--- src/rtl/vlsu_pkg.sv ---
// Shared helpers for the VLSU control machine: channel-id width and round-robin pointer advance.
package vlsu_pkg;

  // A single channel still needs a one-bit id field so the meta struct stays well formed.
  function automatic int cm_cid_width(input int nr_channels);
    return (nr_channels > 1) ? $clog2(nr_channels) : 1;
  endfunction

  function automatic int cm_rr_next(input int winner, input int nr_channels);
    return (winner == nr_channels - 1) ? 0 : winner + 1;
  endfunction

endpackage

--- src/rtl/cm_meta_fifo.sv ---
// Synchronous meta FIFO; pointers carry one extra wrap bit so full and empty are distinguishable.
module cm_meta_fifo #(
  parameter int Depth = 4,
  parameter type entry_t = logic,
  localparam int PtrW = $clog2(Depth) + 1
) (
  input  logic            clk,
  input  logic            rst,
  input  logic            push,
  input  entry_t          push_data,
  input  logic            pop,
  output entry_t          head,
  output logic            full,
  output logic            empty,
  output logic [PtrW-1:0] count
);

  entry_t mem [Depth];
  logic [PtrW-1:0] wr_ptr;
  logic [PtrW-1:0] rd_ptr;
  logic do_push;
  logic do_pop;

  assign empty   = (wr_ptr == rd_ptr);
  assign full    = (wr_ptr[PtrW-1] != rd_ptr[PtrW-1]) &&
                   (wr_ptr[PtrW-2:0] == rd_ptr[PtrW-2:0]);
  assign count   = wr_ptr - rd_ptr;
  assign do_push = push && !full;
  assign do_pop  = pop && !empty;
  assign head    = mem[rd_ptr[PtrW-2:0]];

  always_ff @(posedge clk or posedge rst) begin
    if (rst) begin
      wr_ptr <= '0;
      rd_ptr <= '0;
    end else begin
      if (do_push) wr_ptr <= wr_ptr + 1'b1;
      if (do_pop)  rd_ptr <= rd_ptr + 1'b1;
    end
  end

  // Storage is not reset: an entry is only visible once its write pointer has moved past it.
  always_ff @(posedge clk) begin
    if (do_push) mem[wr_ptr[PtrW-2:0]] <= push_data;
  end

endmodule

--- src/rtl/vcontrol_machine_mc.sv ---
// Multi-channel VLSU control machine: round-robin request arbiter, meta FIFO, write-outstanding tracking.
// Define VLSU_CM_LD_ST_ORDER_EN to hold loads while stores are in flight or pending in the core.
module vcontrol_machine_mc
  import vlsu_pkg::*;
#(
  parameter int NrChannels     = 2,
  parameter int MetaDepth      = 4,
  parameter int PayloadW       = 64,
  parameter int MaxOutstanding = 8,
  localparam int CidW  = cm_cid_width(NrChannels),
  localparam int CntW  = $clog2(MaxOutstanding + 1),
  localparam int MetaW = PayloadW + 1 + CidW
) (
  input  logic                           clk_i,
  input  logic                           rst_i,
  input  logic [NrChannels-1:0]          req_valid_i,
  output logic [NrChannels-1:0]          req_ready_o,
  input  logic [NrChannels-1:0]          req_store_i,
  input  logic [NrChannels*PayloadW-1:0] req_payload_i,
  input  logic                           core_st_pending_i,
  output logic                           meta_valid_o,
  input  logic                           meta_ready_i,
  output logic [MetaW-1:0]               meta_o,
  input  logic                           aw_issue_i,
  output logic                           aw_stall_o,
  input  logic                           b_valid_i,
  output logic                           b_ready_o,
  output logic [CntW-1:0]                st_outstanding_o,
  output logic                           idle_o,
  output logic                           err_o
);

  localparam int FifoPtrW = $clog2(MetaDepth) + 1;

  typedef struct packed {
    logic [PayloadW-1:0] payload;
    logic                is_store;
    logic [CidW-1:0]     chan_id;
  } cm_meta_t;

  logic [CidW-1:0]     rr_ptr;
  logic [CntW-1:0]     outstanding;
  logic                err_q;
  logic                fifo_full;
  logic                fifo_empty;
  logic [FifoPtrW-1:0] fifo_count;
  cm_meta_t            fifo_head;
  cm_meta_t            push_entry;
  logic [NrChannels-1:0] eligible;
  logic                grant;
  logic [CidW-1:0]     winner;
  logic                ld_ok;
  logic                cnt_at_max;
  logic                cnt_zero;
  logic                b_hs;
  logic                err_aw;
  logic                err_b;

  assign cnt_at_max = (outstanding == CntW'(MaxOutstanding));
  assign cnt_zero   = (outstanding == '0);

`ifdef VLSU_CM_LD_ST_ORDER_EN
  assign ld_ok = cnt_zero && !core_st_pending_i;
`else
  logic core_st_pending_unused;
  assign core_st_pending_unused = core_st_pending_i;
  assign ld_ok = 1'b1;
`endif

  always_comb begin
    for (int c = 0; c < NrChannels; c++) begin
      eligible[c] = req_valid_i[c] && !fifo_full && (req_store_i[c] || ld_ok);
    end
  end

  // Scan starts at rr_ptr and wraps, so the first eligible channel found is the round-robin winner.
  always_comb begin
    grant  = 1'b0;
    winner = '0;
    for (int i = 0; i < NrChannels; i++) begin
      int idx;
      idx = int'(rr_ptr) + i;
      if (idx >= NrChannels) idx = idx - NrChannels;
      if (!grant && eligible[idx]) begin
        grant  = 1'b1;
        winner = CidW'(idx);
      end
    end
  end

  always_comb begin
    req_ready_o = '0;
    if (grant && !rst_i) req_ready_o[winner] = 1'b1;
  end

  always_comb begin
    push_entry.payload  = req_payload_i[int'(winner)*PayloadW +: PayloadW];
    push_entry.is_store = req_store_i[winner];
    push_entry.chan_id  = winner;
  end

  always_ff @(posedge clk_i or posedge rst_i) begin
    if (rst_i) begin
      rr_ptr <= '0;
    end else if (grant) begin
      rr_ptr <= CidW'(cm_rr_next(int'(winner), NrChannels));
    end
  end

  cm_meta_fifo #(
    .Depth   (MetaDepth),
    .entry_t (cm_meta_t)
  ) u_meta_fifo (
    .clk       (clk_i),
    .rst       (rst_i),
    .push      (grant),
    .push_data (push_entry),
    .pop       (meta_ready_i),
    .head      (fifo_head),
    .full      (fifo_full),
    .empty     (fifo_empty),
    .count     (fifo_count)
  );

  assign meta_valid_o = !fifo_empty;
  assign meta_o       = fifo_head;

  assign b_ready_o = !cnt_zero;
  assign b_hs      = b_valid_i && b_ready_o;
  assign err_aw    = aw_issue_i && cnt_at_max;
  assign err_b     = b_valid_i && cnt_zero;

  // Any protocol error freezes the count so it never wraps past either bound.
  always_ff @(posedge clk_i or posedge rst_i) begin
    if (rst_i) begin
      outstanding <= '0;
      err_q       <= 1'b0;
    end else begin
      if (err_aw || err_b) begin
        err_q <= 1'b1;
      end else if (aw_issue_i && !b_hs) begin
        outstanding <= outstanding + 1'b1;
      end else if (b_hs && !aw_issue_i) begin
        outstanding <= outstanding - 1'b1;
      end
    end
  end

  assign st_outstanding_o = outstanding;
  assign aw_stall_o       = cnt_at_max;
  assign idle_o           = (fifo_count == '0) && cnt_zero;
  assign err_o            = err_q;

endmodule

--- config.mk ---
export PLATFORM = sky130hd
export DESIGN_NAME = vcontrol_machine_mc
export DESIGN_NICKNAME = d
export VERILOG_FILES = /design/src/rtl/vlsu_pkg.sv /design/src/rtl/cm_meta_fifo.sv /design/src/rtl/vcontrol_machine_mc.sv
export SDC_FILE = /design/constraint.sdc
export NUM_CORES = 1
export LEC_CHECK = 0
export CORE_MARGIN = 4
export CORE_UTILIZATION = 35
export CTS_CLUSTER_DIAMETER = 30
export DETAILED_ROUTE_END_ITERATION = 10
export HOLD_SLACK_MARGIN = 0.08
export SYNTH_ARGS = -nofsm -noshare
export SYNTH_HDL_FRONTEND = slang
export SYNTH_SLANG_ARGS = --single-unit
--- constraint.sdc ---
create_clock -name clk_i -period 5.55 [get_ports clk_i]
set_input_delay 1.3875 -clock clk_i [delete_from_list [all_inputs] [get_ports clk_i]]
set_output_delay 1.3875 -clock clk_i [all_outputs]
set_load 0.01 [all_outputs]
==> impl_metrics.csv <==
group,metric,value,unit
yosys,syn-num-nets,647,
grt,first_global_vias,6338,
detailed_routing,num_vias,5729,
setup_path,end_kind,"output pin",
clock_network,clockBufferDepth,3,
yosys,ys.warnings.count,0,
yosys,seq_area_frac_synth,74.2,%
pwr,ir_drop,0.331,mV
clock_network,clock_sinks,276,
worst_hold_path,hold_end,"err_o",
clock_network,cts_tree,"done",
timing,rsz0062_at_grt,"false",
timing,slew_headroom,26.4,%
yosys,syn_avg_cell_area,22.3,um^2
detailed_routing,post-route-drc-count,0,
pwr,p_int,7.11,mW
timing,finalHoldViolations,0,
timing,fin_crit_sh,84.5,%
setup_path,arrival,3.30,ns
grt,grt_pass1_wl,33900,um
clock_network,root_buffer,"clkbuf_16",
setup_path,path_cells,"clkdlybuf4s50_1 -> nor2_1 -> a31oi_1 -> and3_1 -> clkdlybuf4s50_1",
grt,antenna_found_initial,0,
yosys,syn_area,0.0111,mm^2
timing,worstMarginPinSlew,1.10,ns
yosys,synth-main-ff-cell,"edfxtp_1",
setup_path,reg2regPathDepth,4,
pwr,p_comb_share,32.6,%
die,die_area,0.0346,mm^2
timing,slew_viol_final,0,
pwr,p_switching,2.85,mW
final_layout,drive_above_1_share,27.5,%
worst_hold_path,min_path_cells,1,
die,io_pins,215,
placed_design,dp_hpwl,13300,um
status,status,"completed",
yosys,ys_seq_elements,276,
grt,grt.overflow.total,0,
die,initial_core_util,35.9,%
setup_path,slowest_delay,0.54,ns
grt,track_usage,12.6,%
clock_network,cts_made_buffers,54,
setup_path,regToRegEndpoint,"u_meta_fifo.mem[0][43]",
die,die_w,186,um
final_layout,layout_commonest_cell,"edfxtp_1",
clock_network,clk_pin_slew,0.04,ns
detailed_routing,via_per_inst,4.82,
final_layout,fillers,2548,
detailed_routing,drt-total-wl,22300,um
pwr,swShare,28.6,%
setup_path,slowest_stage,"clkdlybuf4s50_1",
job,maxCapViolations,0,
timing,fmax,0.213,GHz
timing,skew,0.00999,ns
yosys,synthDistinctLibCells,28,
die,die_y,186,um
final_layout,final_cell_mix,"edfxtp_1 (264), clkdlybuf4s50_1 (213), mux4_2 (66), clkbuf_16 (55), mux2_2 (50)",
setup_path,start_kind,"input pin",
die,rows,64,
yosys,synthArstFlopShare,4.35,%
clock_network,postCtsSetupBuffers,0,
detailed_routing,postRouteAntennaNets,0,
timing,tns,0,ns
pwr,power_leakage,5.27,nW
final_layout,diodes,0,
placed_design,numPortBuffers,213,
final_layout,final_nets,897,
pwr,powerDensity,643,mW/mm^2
setup_path,cp_top_family,"buffers and inverters",
timing,setup_viol,0,
worst_hold_path,hold_class,"reg2reg",
setup_path,worstPathRequired,4.16,ns
setup_path,r2r_slack,2.29,ns
final_layout,stdcell_count,1188,
final_layout,area_delta_synth_final,39.6,%
setup_path,critPathKind,"in2out",
timing,period_needed,4.69,ns
detailed_routing,wl_per_cell,18.8,um
clock_network,post_cts_resized,0,
placed_design,gp_congestion,0.736,
yosys,syn_inst,497,
clock_network,clk_latency,0.53,ns
setup_path,crit_path_max_fanout,8,
setup_path,cpMostUsedCell,"clkdlybuf4s50_1",
setup_path,rr_startpoint,"u_meta_fifo.rd_ptr[1]",
yosys,synth_edf_count,264,
pwr,seq_power_share,35.4,%
clock_network,htree_levels,2,
detailed_routing,first_iter_violations,236,
die,core,0.0309,mm^2
clock_network,hold_buffers,0,
worst_hold_path,worstHoldStart,"err_o",
pwr,clkPwrFrac,32.0,%
placed_design,dpl.cell_count,1087,
setup_path,worst-path-buf-inv,2,
detailed_routing,drt-pass1-iter-count,6,
grt,grt_max_degree,69,
-- kinds of logic after synthesis --
| group | after synthesis | share of synthesized area [%] |
|---|---|---|
| buf+inv | 30 | 1.60 |
| flops | 276 | 74.2 |
| simple gates | 26 | 1.23 |
| mux | 133 | 20.2 |
| xor+xnor | 10 | 0.790 |
| compound gates | 10 | 0.519 |
| fa+ha+maj | 12 | 1.49 |
-- registers in the layout (all words and copies together) (netlist names) --
register	flops
u_meta_fifo.mem	264
st_outstanding_o	4
u_meta_fifo.rd_ptr	3
u_meta_fifo.wr_ptr	3
err_o	1
rr_ptr	1
-- how the worst max path moves through the flow --
stage,start,to,depth (start not counted)
after detailed placement,req_valid_i[1],req_ready_o[0],5
after CTS,req_valid_i[1],req_ready_o[0],5
after global routing,req_valid_i[1],req_ready_o[0],5
after global placement,req_valid_i[1],req_ready_o[0],5
after floorplan,req_valid_i[1],u_meta_fifo.mem[3][0],3
final,req_valid_i[1],req_ready_o[0],5
-- cells in the mapped netlist, types with 3 or more instances --
master / instances / share of area (%)
nand2_1: 8 / 0.27
xnor2_1: 7 / 0.55
and2_1: 5 / 0.28
ha_1: 10 / 1.1
nor2_1: 3 / 0.10
a21oi_1: 5 / 0.23
xor2_1: 3 / 0.24
nand3_1: 3 / 0.14
mux2_2: 50 / 5.1
clkbuf_1: 6 / 0.20
edfxtp_1: 264 / 71
mux2_1: 17 / 1.7
buf_4: 7 / 0.47
buf_2: 7 / 0.32
mux4_2: 66 / 13
dfrtp_1: 12 / 2.7
inv_1: 7 / 0.24
-- area by class of cell --
type                    count  area, um^2  share of cell area, %
clock inverters            37         435                   2.81
well taps                 396         495                   3.20
flip-flops and latches    276        8240                   53.2
clock buffers              64        1410                   9.11
multi-input cells         191        2710                   17.5
repair buffers            217        2170                   14.0
inverters                   7        26.3                  0.170
-- through the flow --
step                      utilization (%)  hold slack (ns)  power [mW]  cell area [um^2]  worst slack, ns
after global routing                 50.1            0.504        10.5             15500            0.719
after global placement               44.1            0.443        6.81             13600            0.886
after floorplan                         -            0.493        5.40             11100             1.70
after detailed placement             44.1            0.469        6.90             13600            0.835
final                                50.1            0.480        9.96             15500            0.862
after CTS                            50.1            0.478        10.1             15500            0.836
-- power groups by stage --
stage	combinational (mW)	clock, mW	sequential [mW]
after CTS	3.36	3.25	3.54
after global placement	3.29	0	3.52
final	3.25	3.19	3.52
after floorplan	1.93	0	3.47
after detailed placement	3.33	0	3.57
after global routing	3.51	3.36	3.60
-- per-layer routing --
metal | wire length [um] | vias to the layer above | global-route usage (%)
met1 | 8940 | 2928 | 14.9
met2 | 11700 | 185 | 22.6
li1 | - | 2580 | -
met4 | 414 | 0 | 4.08
met3 | 1310 | 36 | 3.24
met5 | 0 | - | 0
Note: power is estimated with default switching activity, not from simulation.
